--- config.mk ---
export PLATFORM = sky130hd
export DESIGN_NAME = axi_llc_scrub_sched
export DESIGN_NICKNAME = d
export VERILOG_FILES = /design/src/rtl/axi_llc_pkg.sv /design/src/rtl/cf_math_pkg.sv /design/src/rtl/axi_llc_scrub_sched.sv
export SDC_FILE = /design/constraint.sdc
export NUM_CORES = 1
export LEC_CHECK = 0
export ABC_AREA = 1
export CAP_MARGIN = 20
export CORE_ASPECT_RATIO = 0.75
export CORE_MARGIN = 2
export CORE_UTILIZATION = 53
export DETAILED_ROUTE_END_ITERATION = 7
export HOLD_SLACK_MARGIN = 0.12
export PLACE_DENSITY = 0.86
export SYNTH_ARGS = -nofsm -noshare
export SYNTH_HDL_FRONTEND = slang
export SYNTH_SLANG_ARGS = --single-unit
--- constraint.sdc ---
create_clock -name clk_i -period 7.38 [get_ports clk_i]
set_clock_uncertainty 0.15 [all_clocks]
set_input_delay 1.107 -clock clk_i [delete_from_list [all_inputs] [get_ports clk_i]]
set_output_delay 1.107 -clock clk_i [all_outputs]
set_load 0.02 [all_outputs]
--- src/rtl/axi_llc_pkg.sv ---
// Shared types and helpers for the LLC scrub scheduler.
package axi_llc_pkg;

    typedef enum logic [1:0] {
        IDLE = 2'd0,
        WAIT = 2'd1,
        TRIG = 2'd2,
        RESP = 2'd3
    } scrub_state_e;

    // Flat position of a (way, granule) pair in the trigger/report vectors.
    function automatic int unsigned flat_idx(input int unsigned way,
                                             input int unsigned granule,
                                             input int unsigned num_granules);
        return way * num_granules + granule;
    endfunction

endpackage

--- src/rtl/cf_math_pkg.sv ---
// Small math helpers shared across the LLC blocks.
package cf_math_pkg;

    // Width of an index into num_idx items; never less than one bit.
    function automatic int unsigned idx_width(input int unsigned num_idx);
        return (num_idx > 32'd1) ? unsigned'($clog2(num_idx)) : 32'd1;
    endfunction

endpackage

--- src/rtl/axi_llc_scrub_sched.sv ---
// Periodic ECC scrub scheduler: walks every (way, granule), fires a one-hot trigger,
// waits a bounded window for the result and keeps corrected/uncorrectable/sweep counters.
module axi_llc_scrub_sched
    import axi_llc_pkg::*;
#(
    parameter int unsigned NumWays     = 8,
    parameter int unsigned NumGranules = 4,
    parameter int unsigned CntWidth    = 16,
    parameter int unsigned RespWindow  = 8
) (
    input  logic                                          clk_i,
    input  logic                                          rst_i,
    input  logic                                          enable_i,
    input  logic [CntWidth-1:0]                           interval_i,
    input  logic                                          clear_i,
    output logic [NumWays*NumGranules-1:0]                scrub_trigger_o,
    input  logic [NumWays*NumGranules-1:0]                scrubber_fix_i,
    input  logic [NumWays*NumGranules-1:0]                scrub_uncorrectable_i,
    output logic [cf_math_pkg::idx_width(NumWays)-1:0]     cur_way_o,
    output logic [cf_math_pkg::idx_width(NumGranules)-1:0] cur_granule_o,
    output logic [CntWidth-1:0]                           fix_cnt_o,
    output logic [CntWidth-1:0]                           uncorr_cnt_o,
    output logic                                          pass_done_o,
    output logic [CntWidth-1:0]                           pass_cnt_o
);

    localparam int unsigned NumIdx = NumWays * NumGranules;
    localparam int unsigned WayW   = cf_math_pkg::idx_width(NumWays);
    localparam int unsigned GranW  = cf_math_pkg::idx_width(NumGranules);
    localparam int unsigned IdxW   = cf_math_pkg::idx_width(NumIdx);
    localparam int unsigned WinW   = cf_math_pkg::idx_width(RespWindow);

    localparam logic [WayW-1:0]  LastWay  = WayW'(NumWays - 1);
    localparam logic [GranW-1:0] LastGran = GranW'(NumGranules - 1);
    localparam logic [WinW-1:0]  WinLoad  = WinW'(RespWindow - 1);

    scrub_state_e        state_q, state_d;
    logic [CntWidth-1:0] ivl_q, ivl_d;
    logic [WinW-1:0]     win_q, win_d;
    logic [WayW-1:0]     way_q, way_d;
    logic [GranW-1:0]    gran_q, gran_d;
    logic [NumIdx-1:0]   trig_q, trig_d;
    logic [CntWidth-1:0] fix_q, fix_d;
    logic [CntWidth-1:0] uncorr_q, uncorr_d;
    logic [CntWidth-1:0] pass_cnt_q, pass_cnt_d;
    logic                pass_done_q, pass_done_d;

    logic [IdxW-1:0] tgt_idx;
    logic            fix_hit;
    logic            uncorr_hit;

    // Only the bit of the granule under scrub is ever looked at.
    assign tgt_idx    = IdxW'(flat_idx(32'(way_q), 32'(gran_q), NumGranules));
    assign fix_hit    = (state_q == RESP) && scrubber_fix_i[tgt_idx];
    assign uncorr_hit = (state_q == RESP) && scrub_uncorrectable_i[tgt_idx];

    always_comb begin
        // NOTE: every _d gets a default first so no path through the case leaves a latch.
        state_d     = state_q;
        ivl_d       = ivl_q;
        win_d       = win_q;
        way_d       = way_q;
        gran_d      = gran_q;
        trig_d      = '0;
        pass_done_d = 1'b0;
        fix_d       = fix_q;
        uncorr_d    = uncorr_q;
        pass_cnt_d  = pass_cnt_q;

        unique case (state_q)
            IDLE: begin
                if (enable_i) begin
                    state_d = WAIT;
                    ivl_d   = interval_i;
                end
            end
            WAIT: begin
                if (!enable_i) begin
                    state_d = IDLE;
                end else if (ivl_q == '0) begin
                    state_d = TRIG;
                    trig_d  = NumIdx'(1) << tgt_idx;
                end else begin
                    ivl_d = ivl_q - CntWidth'(1);
                end
            end
            TRIG: begin
                state_d = RESP;
                win_d   = WinLoad;
            end
            RESP: begin
                if (win_q == '0 || fix_hit || uncorr_hit) begin
                    if (gran_q == LastGran) begin
                        gran_d = '0;
                        if (way_q == LastWay) begin
                            way_d       = '0;
                            pass_done_d = 1'b1;
                            pass_cnt_d  = pass_cnt_q + CntWidth'(1);
                        end else begin
                            way_d = way_q + WayW'(1);
                        end
                    end else begin
                        gran_d = gran_q + GranW'(1);
                    end
                    state_d = enable_i ? WAIT : IDLE;
                    ivl_d   = interval_i;
                end else begin
                    win_d = win_q - WinW'(1);
                end
            end
            default: state_d = IDLE;
        endcase

        if (fix_hit && fix_q != '1) begin
            fix_d = fix_q + CntWidth'(1);
        end
        if (uncorr_hit && uncorr_q != '1) begin
            uncorr_d = uncorr_q + CntWidth'(1);
        end
        // Clear wins over any same-cycle increment.
        if (clear_i) begin
            fix_d      = '0;
            uncorr_d   = '0;
            pass_cnt_d = '0;
        end
    end

    // NOTE: sequential state uses non-blocking assignments so all flops update together.
    always_ff @(posedge clk_i or posedge rst_i) begin
        if (rst_i) begin
            state_q     <= IDLE;
            ivl_q       <= '0;
            win_q       <= '0;
            way_q       <= '0;
            gran_q      <= '0;
            trig_q      <= '0;
            fix_q       <= '0;
            uncorr_q    <= '0;
            pass_cnt_q  <= '0;
            pass_done_q <= 1'b0;
        end else begin
            state_q     <= state_d;
            ivl_q       <= ivl_d;
            win_q       <= win_d;
            way_q       <= way_d;
            gran_q      <= gran_d;
            trig_q      <= trig_d;
            fix_q       <= fix_d;
            uncorr_q    <= uncorr_d;
            pass_cnt_q  <= pass_cnt_d;
            pass_done_q <= pass_done_d;
        end
    end

    assign scrub_trigger_o = trig_q;
    assign cur_way_o       = way_q;
    assign cur_granule_o   = gran_q;
    assign fix_cnt_o       = fix_q;
    assign uncorr_cnt_o    = uncorr_q;
    assign pass_done_o     = pass_done_q;
    assign pass_cnt_o      = pass_cnt_q;

endmodule

After elaboration in Yosys (flattened, before gate mapping)

Index checks and enable logic that the tools add are counted.

Input bits: 84
Logic and storage cells: 91
Bits in registers: 107
Output and inout bits: 86

Shifts and indexed selects: 1
Add/subtract/negate cells: 8
Reduce and logical (&&, ||, !) cells: 23
$lt $le $gt $ge: 1
Eq/ne operators: 13
Mux-type cells: 35

Operators by type and width:

| kind                                                        | number |
|---|---|
| 2-to-1 mux 16 bit                                           | 13 |
| 2-to-1 mux 32 bit                                           | 3 |
| adder 16 x 1 -> 16 bit (second input constant)              | 3 |
| one-hot mux 16 bit (3 select lines)                         | 1 |
| != test 16 bit (second input constant)                      | 2 |
| left shift 1 x 5 -> 32 bit (first input constant)           | 1 |
| logical NOT 16 bit                                          | 1 |
| subtractor 16 x 1 -> 16 bit (second input constant)         | 1 |
| nonzero test 2 bit                                          | 7 |
| binary-select mux 1 bit (select 5 bit)                      | 2 |
| 2-to-1 mux 2 bit                                            | 5 |
| != test 2 bit (second input constant)                       | 4 |
| one-hot mux 2 bit (4 select lines)                          | 1 |
| 2-to-1 mux 1 bit                                            | 7 |
| equality test 2 bit (second input constant)                 | 3 |
| less-than comparator 5 x 6 -> 1 bit (second input constant) | 1 |
| 2-to-1 mux 3 bit                                            | 2 |
| one-hot mux 3 bit (2 select lines)                          | 1 |
| AND reduction 3 bit                                         | 2 |
| adder 5 x 2 -> 5 bit                                        | 1 |
| AND reduction 5 bit                                         | 1 |
| logical AND 1 bit                                           | 4 |
| AND reduction 2 bit                                         | 2 |
| AND reduction 4 bit                                         | 1 |
| other kinds (11)                                            | 12 |

Depth between registers and ports, before layout

Gate-level depths: netlist of the first run.

Depth in word-level cells: 9
Depth in mapped cells: 18
Gate-level depth less buffers: 15

Worst setup path after synthesis of the first run

No wires, ideal clock.

Path type: in2reg
Start: input scrub_uncorrectable_i[29]
End: register uncorr_q[4], in the netlist uncorr_cnt_o[4]
Stages on the path: 12
Arrival time: 2.131 ns
Path slack: 4.973 ns
Data required time: 7.104 ns
Setup time: 0.126 ns
Path buffers: 1
Path through: nand2_1 nand3_1 nand3_1 nand2_1 nand2_1 nand2_1 nand2_1 nand2_2 nand3_2 buf_4 nor4_1 nor2_1

Word-level cells in the longest chain between the ends: 5

Ends and longest elaborated chain:

| what                                   | line                       | RTL |
|---|---|---|
| from (decl)                            | axi_llc_scrub_sched.sv:18  | `input logic [NumWays*NumGranules-1:0] scrub_uncorrectable_i,` |
| binary-select mux 1 bit (select 5 bit) | axi_llc_scrub_sched.sv:55  | `assign uncorr_hit = (state_q == RESP) && scrub_uncorrectable_i[tgt_idx];` |
| 2-to-1 mux 1 bit (implied by the code) | axi_llc_scrub_sched.sv:55  |  |
| logical AND 1 bit                      | axi_llc_scrub_sched.sv:55  |  |
| logical AND 1 bit                      | axi_llc_scrub_sched.sv:117 | `if (uncorr_hit && uncorr_q != '1) begin` |
| nonzero test 2 bit (no source line)    | -                          |  |
| to (signal assigned)                   | axi_llc_scrub_sched.sv:149 | `uncorr_q <= uncorr_d;` |
| to (decl)                              | axi_llc_scrub_sched.sv:44  | `logic [CntWidth-1:0] uncorr_q, uncorr_d;` |

Every way passes these cells. The select of a mux whose other input is x is not followed.
A chain may end at the register's enable or synchronous reset.

Worst setup path after layout of the first run

Start: input clear_i
End: register fix_q[6], in the netlist fix_cnt_o[6]

Word-level cells in the longest chain between the ends: 1
Elaborated cells between the ends (all ways): 2
Those cells by class: mux: 1; reduce/logical: 1

Ends and longest elaborated chain:

| what                                                    | line                       | RTL |
|---|---|---|
| from (decl)                                             | axi_llc_scrub_sched.sv:15  | `input logic clear_i,` |
| 2-to-1 mux 16 bit or nonzero test 2 bit (tied branches) | -                          |  |
| to (signal assigned)                                    | axi_llc_scrub_sched.sv:148 | `fix_q <= fix_d;` |
| to (decl)                                               | axi_llc_scrub_sched.sv:43  | `logic [CntWidth-1:0] fix_q, fix_d;` |

Several ways; a longest one is shown, not always the timed one.

==> flow_summary.rst, run 1 <==
.. list-table::
   :header-rows: 1

   * - Metric
     - Value
   * - Net load switching power
     - 910 uW
   * - Placement Setup Slack
     - 3820 ps
   * - Largest net degree at the start of global routing
     - 85
   * - Distinct cells, synth
     - 46
   * - Hold-fix buffer count after cts
     - 0
   * - Clock tree from TritonCTS
     - built
   * - Classification of the worst-slack hold path
     - flop to flop
   * - Post-cts repair resize count
     - 0
   * - Filler cell count in the final layout
     - between 900 and 1,000
   * - Starting DRT DRC Count
     - 536
   * - Endpoint arrival time on the critical path
     - roughly 3400 ps
   * - Leak
     - around 0.0038 uW
   * - Setup TNS
     - 0 ps
   * - Combinational fraction of design power
     - 0.419
   * - Fraction of post-synthesis cell area in the top cell type by area
     - 0.417
   * - Post-synthesis instance area
     - 6430 um2
   * - Time the worst path needs with I/O delays and setup
     - 3310 ps
   * - Worst Setup Start Kind
     - input pin
   * - Sequential element share of the synthesized area
     - 0.417
   * - Count of H-tree levels built during CTS
     - 3
   * - Antenna violations before repair
     - 0
   * - Kind of capture point of the worst setup path
     - flop
   * - Port Buffers
     - 169
   * - P per Cell Area
     - between 200 and 300 nW/um2
   * - Cell internal power dissipation
     - around 1200 uW
   * - # IOs
     - 170
   * - Final instance area
     - approximately 8400 um2
   * - Unrepaired setup endpoints after global routing
     - false
   * - DIE AREA
     - 13,000 um2
   * - Placer congestion estimate
     - 0.863
   * - Hold violation total from the final report
     - 0
   * - Most area-consuming cells after synthesis
     - dfrtp_1 (42%), nand2_1 (12%), nand3_1 (9.7%)
   * - Synthesis-to-layout area growth
     - 30.8%
   * - All-layer global routing usage
     - 0.258
   * - Initial core utilization
     - 0.549
   * - First-pass GRT wire length
     - 27,700 um
   * - Number of enable-type register cells in the synthesized netlist
     - 0
   * - Inserted Diodes
     - 0
   * - Share of async-settable or async-resettable flops after synthesis
     - 1.00
   * - Clock sink total
     - 107
   * - Peak fanout along the critical path
     - 34
   * - Post-synthesis register bit count
     - 107
   * - Post-Route Utilization
     - 0.719
   * - Number of standard-cell rows in the floorplan
     - 34
   * - Relative max-transition margin
     - 0.496
   * - Mean Syn Cell Area
     - between 7 and 8 um2
   * - Nets@finish
     - 1,096
   * - Floorplan Core Area
     - approximately 12,000 um2
   * - Number of clock buffers inserted by TritonCTS
     - 9
   * - Die Span Y
     - between 90 and 100 um
   * - Total power after layout
     - 2130 uW
   * - Startpoint-to-endpoint class of the critical path
     - input pin to flop
   * - Residual antenna-violating net count after detailed routing
     - 0
   * - Smallest setup slack after layout
     - 4070 ps
   * - Transition time at the pin with the least slew margin
     - 756 ps
   * - Number of slew-limit violations in the final report
     - 0
   * - Vias per Instance
     - 5.36
   * - DRC violation count after routing
     - 0
   * - Congestion Overflow GR
     - 0
   * - Cell taking the most area after synthesis
     - dfrtp_1
   * - Number of nets in the synthesized netlist
     - between 900 and 1,000
   * - Critical path data required time
     - 7440 ps
   * - MaxCap Viol Count
     - 0
   * - Net switching share of the total power
     - 0.427
   * - Share of total power in the clock network
     - 0.220
   * - Total of warnings raised by yosys
     - 0
   * - Maximum frequency from static timing analysis
     - roughly 0.30 GHz
   * - Router iterations before antenna repair
     - 5
   * - Via count of the first global-routing pass
     - around 5,700
   * - Final clock period utilization by the worst path
     - 0.448
   * - Die span in x
     - approximately 130 um
   * - Clock Tree Buf Depth
     - 2
   * - Post CTS Setup Buffer Count
     - 0
   * - Run status
     - finished, final reports clean
   * - Clock root cell
     - clkbuf_16
   * - Gate Count Post-Synth
     - 846
   * - Routed length per instance
     - about 14 um
   * - Total cell area at the placement stage
     - approximately 8100 um2
   * - Worst-skew pair later-pin latency
     - 350 ps
   * - Most frequently used flop master after synthesis
     - dfrtp_1
   * - Clock slew at the register clock pins of the worst setup and hold paths
     - 80 ps
   * - Wire length reported by the detailed router
     - 16,600 um
   * - Maximum vdd ir drop
     - 189 uV
   * - Final-report setup violation count
     - 0
   * - Proportion of power drawn by flip-flops and latches
     - 0.360
   * - Share of cells above drive strength 1
     - 0.0591
   * - Detailed-route via count
     - around 6,200
   * - Half-perimeter wire length of the detailed placement result
     - 11,800 um
per-layer routing:
metal	wire, um	vias up	GRT usage
li1	-	3075	-
met4	271	0	0.0619
met3	951	30	0.0499
met2	7580	216	0.413
met5	0	-	0
met1	7810	2897	0.366
synth_stat cells (all sizes together), types with 2 or more instances:
library cell,count
a21oi,17
a22oi,2
a31oi,2
buf,30
clkbuf,6
dfrtp,107
ha,18
inv,85
mux2i,3
nand2,212
nand3,130
nand4,18
nor2,89
nor3,25
nor3b,3
nor4,4
o21ai,58
o22ai,2
o31ai,5
xnor2,5
xor2,15
final timing paths:
kind / from / endpoint / slack [ps] / cells after the start
hold reg to reg: win_q[2] / win_q[2] / 340 / 2
min in group asynchronous: rst_i / uncorr_cnt_o[10] / 910 / 2
hold / removal: win_q[2] / win_q[2] / 340 / 2
max in group asynchronous: rst_i / scrub_trigger_o[4] / 5200 / 4
setup / recovery: clear_i / fix_cnt_o[6] / 4070 / 6
setup reg to reg: cur_granule_o[1] / pass_cnt_o[7] / 4360 / 14
cell usage in the layout (no fill, tap or decap), types with 2 or more instances in the layout:
cell type,n
a21oi_1,17
o31ai_1,5
o21ai_0,37
nor3_2,2
inv_4,2
nand3_2,5
clkinv_4,2
nand4_4,2
nand3_1,124
nor3_1,23
inv_1,76
nand2_1,211
a31oi_1,2
inv_2,6
nor3b_1,3
xnor2_1,5
inv_6,3
o21ai_2,10
clkbuf_16,9
o22ai_1,2
o21ai_1,11
clkdlybuf4s50_1,169
nor2_2,8
xor2_1,15
nand4_1,15
mux2i_1,3
ha_1,18
nor2_1,81
a22oi_1,2
buf_4,3
nor4_1,4
dfrtp_1,107
state kept, by name (all words and copies together), names as in the netlist, named ones only:
signal           count
cur_granule_o        2
cur_way_o            3
fix_cnt_o           16
ivl_q               16
pass_cnt_o          16
pass_done_o          1
scrub_trigger_o     32
state_q              1
uncorr_cnt_o        16
win_q                3
power by group through the flow:
stage          Combinational [uW]  Clock (uW)  Sequential (uW)
5_1_grt                      1010         499              782
2_1_floorplan                 747           0              745
3_3_place_gp                  862           0              775
6_report                      893         470              768
3_5_place_dp                  887           0              776
4_1_cts                       892         475              766
cell type report:
class,instances,area (um2),share of cell area
Clock inverter,6,60.1,0.00714
Clock buffer,10,229,0.0272
Sequential cell,107,2680,0.318
Timing Repair Buffer,173,1740,0.207
Inverter,86,335,0.0399
Tap cell,162,203,0.0241
Multi-Input combinational cell,617,3160,0.376
kinds of logic (layout without fill, tap and decap cells):
| kind of cell | after synthesis | in the layout | synth area share |
|---|---|---|---|
| buffers and inverters | 122 | 275 | 0.0915 |
| AO/OA/AOI/OAI | 92 | 92 | 0.0839 |
| AND/OR/NAND/NOR | 484 | 484 | 0.341 |
| flip-flops | 107 | 107 | 0.417 |
| XOR/XNOR | 20 | 20 | 0.0273 |
| adder cells (fa/ha/maj) | 18 | 18 | 0.0350 |
| multiplexers | 3 | 3 | 0.00467 |
per-stage QoR:
step | cells | hold WS (ps)
5_1_grt | 1161 | 371
4_1_cts | 1160 | 341
3_5_place_dp | 1144 | 322
6_report | 1161 | 337
2_1_floorplan | 846 | 301
3_3_place_gp | 1144 | 320
worst max-delay path, cell delays in order:
cell	delay (ps)
clkdlybuf4s50_1	660
inv_2	530
buf_4	400
nand2_1	330
nand3_1	210
o21ai_0	130
(Power assumes the default switching activity.)
==> run 2: changes to the inputs <==
--- a/config.mk
+++ b/config.mk
@@ -9,10 +9,10 @@
 export CAP_MARGIN = 20
 export CORE_ASPECT_RATIO = 0.75
 export CORE_MARGIN = 2
-export CORE_UTILIZATION = 53
+export CORE_UTILIZATION = 50
 export DETAILED_ROUTE_END_ITERATION = 7
 export HOLD_SLACK_MARGIN = 0.12
-export PLACE_DENSITY = 0.86
+export PLACE_DENSITY = 0.82
 export SYNTH_ARGS = -nofsm -noshare
 export SYNTH_HDL_FRONTEND = slang
 export SYNTH_SLANG_ARGS = --single-unit
==> constraint.sdc (replaced) <==
create_clock -name clk_i -period 3.2 [get_ports clk_i]
set_clock_uncertainty 0.15 [all_clocks]
set_input_delay 0.48 -clock clk_i [delete_from_list [all_inputs] [get_ports clk_i]]
set_output_delay 0.48 -clock clk_i [all_outputs]
set_load 0.02 [all_outputs]
==> run 2 against run 1 <==
  * Global-route usage shrank 1.2 points
  * Final cell count grew 1.0%
  * Clock-buffer cell count shrank 1
  * Setup slack lost 3700 ps
  * Die area grew 5.8%
  * Critical path depth grew 8
  * Clock power grew 140%
  * Critical path type is now flop to flop
  * Largest power group unchanged
  * Design area grew 1.1%
  * Sequential power grew 130%
  * Combinational power grew 140%
  * Sequential share of layout area shrank 0.36 points
  * Hold slack gained 2.3 ps
==> flow_summary.rst, run 2 (synthesis gave the netlist of run 1 again) <==
.. list-table::
   :header-rows: 1

   * - Metric
     - Value
   * - Final clock period utilization by the worst path
     - 0.880
   * - Maximum vdd ir drop
     - 600 uV (+220%)
   * - Endpoint of the worst register-to-register path
     - pass_cnt_o[7]
   * - Number of standard-cell rows in the floorplan
     - 35 (+2.9%)
   * - Starting DRT DRC Count
     - 513 (-4.3%)
   * - Number of clock buffers inserted by TritonCTS
     - 9 (unchanged)
   * - Register-to-register setup slack
     - 390 ps (-3970 ps)
   * - Largest net degree at the start of global routing
     - 41 (-52%)
   * - Share of cells above drive strength 1
     - 0.0675 (+0.00847)
   * - Floorplan Core Area
     - 12,400 um2 (+5.9%)
   * - Worst hold endpoint
     - win_q[2]
   * - Endpoint arrival time on the critical path
     - 2950 ps (-420 ps)
   * - Clock Tree Buf Depth
     - 2 (unchanged)
   * - Hold-fix buffer count after cts
     - 0 (unchanged)
   * - Final-report setup violation count
     - 0 (unchanged)
   * - Residual antenna-violating net count after detailed routing
     - 0 (unchanged)
   * - Maximum frequency from static timing analysis
     - 0.355 GHz
   * - Transition time at the pin with the least slew margin
     - 745 ps (-11.1 ps)
   * - Port Buffers
     - 169 (unchanged)
   * - Antenna violations before repair
     - 0 (unchanged)
   * - Peak fanout along the critical path
     - 21 (-38%)
   * - Half-perimeter wire length of the detailed placement result
     - 11,900 um (+1.3%)
   * - Clock sink total
     - 107 (unchanged)
   * - Time the worst path needs with I/O delays and setup
     - 2810 ps
   * - Clock root cell
     - clkbuf_16
   * - Unrepaired setup endpoints after global routing
     - false
   * - Hold depth
     - 2 (unchanged)
   * - All-layer global routing usage
     - 0.246 (-0.0120)
   * - Post-cts repair resize count
     - 0 (unchanged)
   * - Clock tree from TritonCTS
     - built
   * - Startpoint-to-endpoint class of the critical path
     - flop to flop
   * - Flip-flop count of the largest register after layout
     - 32 (unchanged)
   * - Vias per Instance
     - 5.23 (-2.4%)
   * - Router iterations before antenna repair
     - 5 (unchanged)
   * - Filler cell count in the final layout
     - 1,063 (+15%)
   * - Relative max-transition margin
     - 0.502 (+0.00635)
   * - Post CTS Setup Buffer Count
     - 0 (unchanged)
   * - Hold violation total from the final report
     - 0 (unchanged)
   * - Die span in x
     - 135 um (+2.9%)
   * - Placed cell count
     - 1,157 (+1.1%)
   * - Leak
     - 0.00380 uW (+1.3%)
   * - Worst flop-to-flop path startpoint
     - cur_granule_o[1]
   * - Critical path data required time
     - 3340 ps (-4100 ps)
   * - Inserted Diodes
     - 0 (unchanged)
   * - Worst Setup Start Kind
     - flop
   * - DRC violation count after routing
     - 0 (unchanged)
   * - Worst hold-check slack
     - 339 ps (+2.32 ps)
   * - Wire length reported by the detailed router
     - 16,300 um (-2.0%)
   * - DR WL met3
     - 852 um (-10%)
   * - Detailed-route via count
     - 6,132 (-1.4%)
   * - Placer congestion estimate
     - 0.887 (+2.8%)
   * - Commonest cells after routing, fill and taps aside
     - nand2_1 (211), clkdlybuf4s50_1 (169), nand3_1 (124)
   * - Routed length per instance
     - 13.9 um (-3.0%)
   * - Worst r2r path cells
     - 14 (unchanged)
   * - Post-Route Utilization
     - 0.686 (-0.0325)
   * - Clock slew at the register clock pins of the worst setup and hold paths
     - 80 ps (about the same)
   * - Initial core utilization
     - 0.519 (-0.0308)
   * - Met1 wire length
     - 7680 um (-1.6%)
   * - Commonest non-fill, non-tap cell in the layout
     - nand2_1
   * - Classification of the worst-slack hold path
     - flop to flop
   * - P per Cell Area
     - 587 nW/um2 (+130%)
   * - DIE AREA
     - 13,800 um2 (+5.8%)
   * - Min-Delay Startpoint
     - win_q[2]
   * - Via count of the first global-routing pass
     - 5,628 (-1.5%)
   * - Nets@finish
     - 1,104 (+0.73%)
   * - # IOs
     - 170 (unchanged)
   * - Kind of capture point of the worst setup path
     - flop
   * - Number of slew-limit violations in the final report
     - 0 (unchanged)
   * - Uppermost routed layer
     - met4
   * - Met2 wire length
     - 7480 um (-1.3%)
   * - Congestion Overflow GR
     - 0 (unchanged)
   * - Setup TNS
     - 0 ps (unchanged)
   * - First-pass GRT wire length
     - 27,100 um (-1.9%)
   * - Total power after layout
     - 4990 uW (+130%)
   * - Post-route non-filler standard cell count
     - 1,173 (+1.0%)
   * - Run status
     - finished, final reports clean
   * - Synthesis-to-layout area growth
     - 32.3%
   * - Worst-skew pair later-pin latency
     - 350 ps (about the same)
   * - Count of H-tree levels built during CTS
     - 3 (unchanged)
   * - MaxCap Viol Count
     - 0 (unchanged)
   * - Die Span Y
     - 102 um (+2.8%)
==> run 2: where the power goes <==
group / internal (uW) / leakage (uW) / total (uW) / switching (uW)
combinational: 792 / 0.00222 / 2150 / 1360
clock: 559 / 0.000149 / 1110 / 552
sequential: 1520 / 0.00143 / 1730 / 213
==> run 2: area by class of cell <==
class	instances	area (um2)	share of cell area
Multi-Input combinational cell	617	3160	0.372
Sequential cell	107	2680	0.315
Timing Repair Buffer	181	1820	0.214
Inverter	86	337	0.0396
Clock buffer	9	225	0.0265
Tap cell	166	208	0.0244
Clock inverter	7	76.3	0.00897
==> run 2: worst max-delay path by stage <==
| stage | start | to | slack, ps | cells after the start |
|---|---|---|---|---|
| after floorplan | cur_granule_o[0] | uncorr_cnt_o[4] | 1090 | 15 |
| after global placement | scrub_uncorrectable_i[23] | pass_cnt_o[3] | 480 | 15 |
| after detailed placement | scrub_uncorrectable_i[23] | pass_cnt_o[2] | 390 | 15 |
| after CTS | cur_granule_o[1] | pass_cnt_o[7] | 390 | 14 |
| after global routing | cur_granule_o[1] | pass_cnt_o[7] | 140 | 14 |
| final | cur_granule_o[1] | pass_cnt_o[7] | 390 | 14 |
==> run 2: per-layer routing <==
layer,vias up,global-route usage
met4,0,0.0664
met3,22,0.0446
met1,2844,0.350
met2,183,0.390
met5,-,0
li1,3083,-
==> run 2: critical path: stages, from the launching register on <==
cell and delay (ps):
dfrtp_1 720, inv_4 220, nand3_1 150, nand3_1 100, nand2_1 100, nand2_1 50, nand2_1 60, nand2_1 50
nand2_2 120, nand2_1 100, nand3_2 120, nand4_4 300, inv_2 300, nand3_1 100, nand2_1 80
==> run 2: through the flow <==
stage                     setup WS [ps]  cell area [um2]
after global routing                141             8500
final                               385             8500
after global placement              485             8200
after floorplan                    1090             6430
after detailed placement            394             8200
after CTS                           386             8500
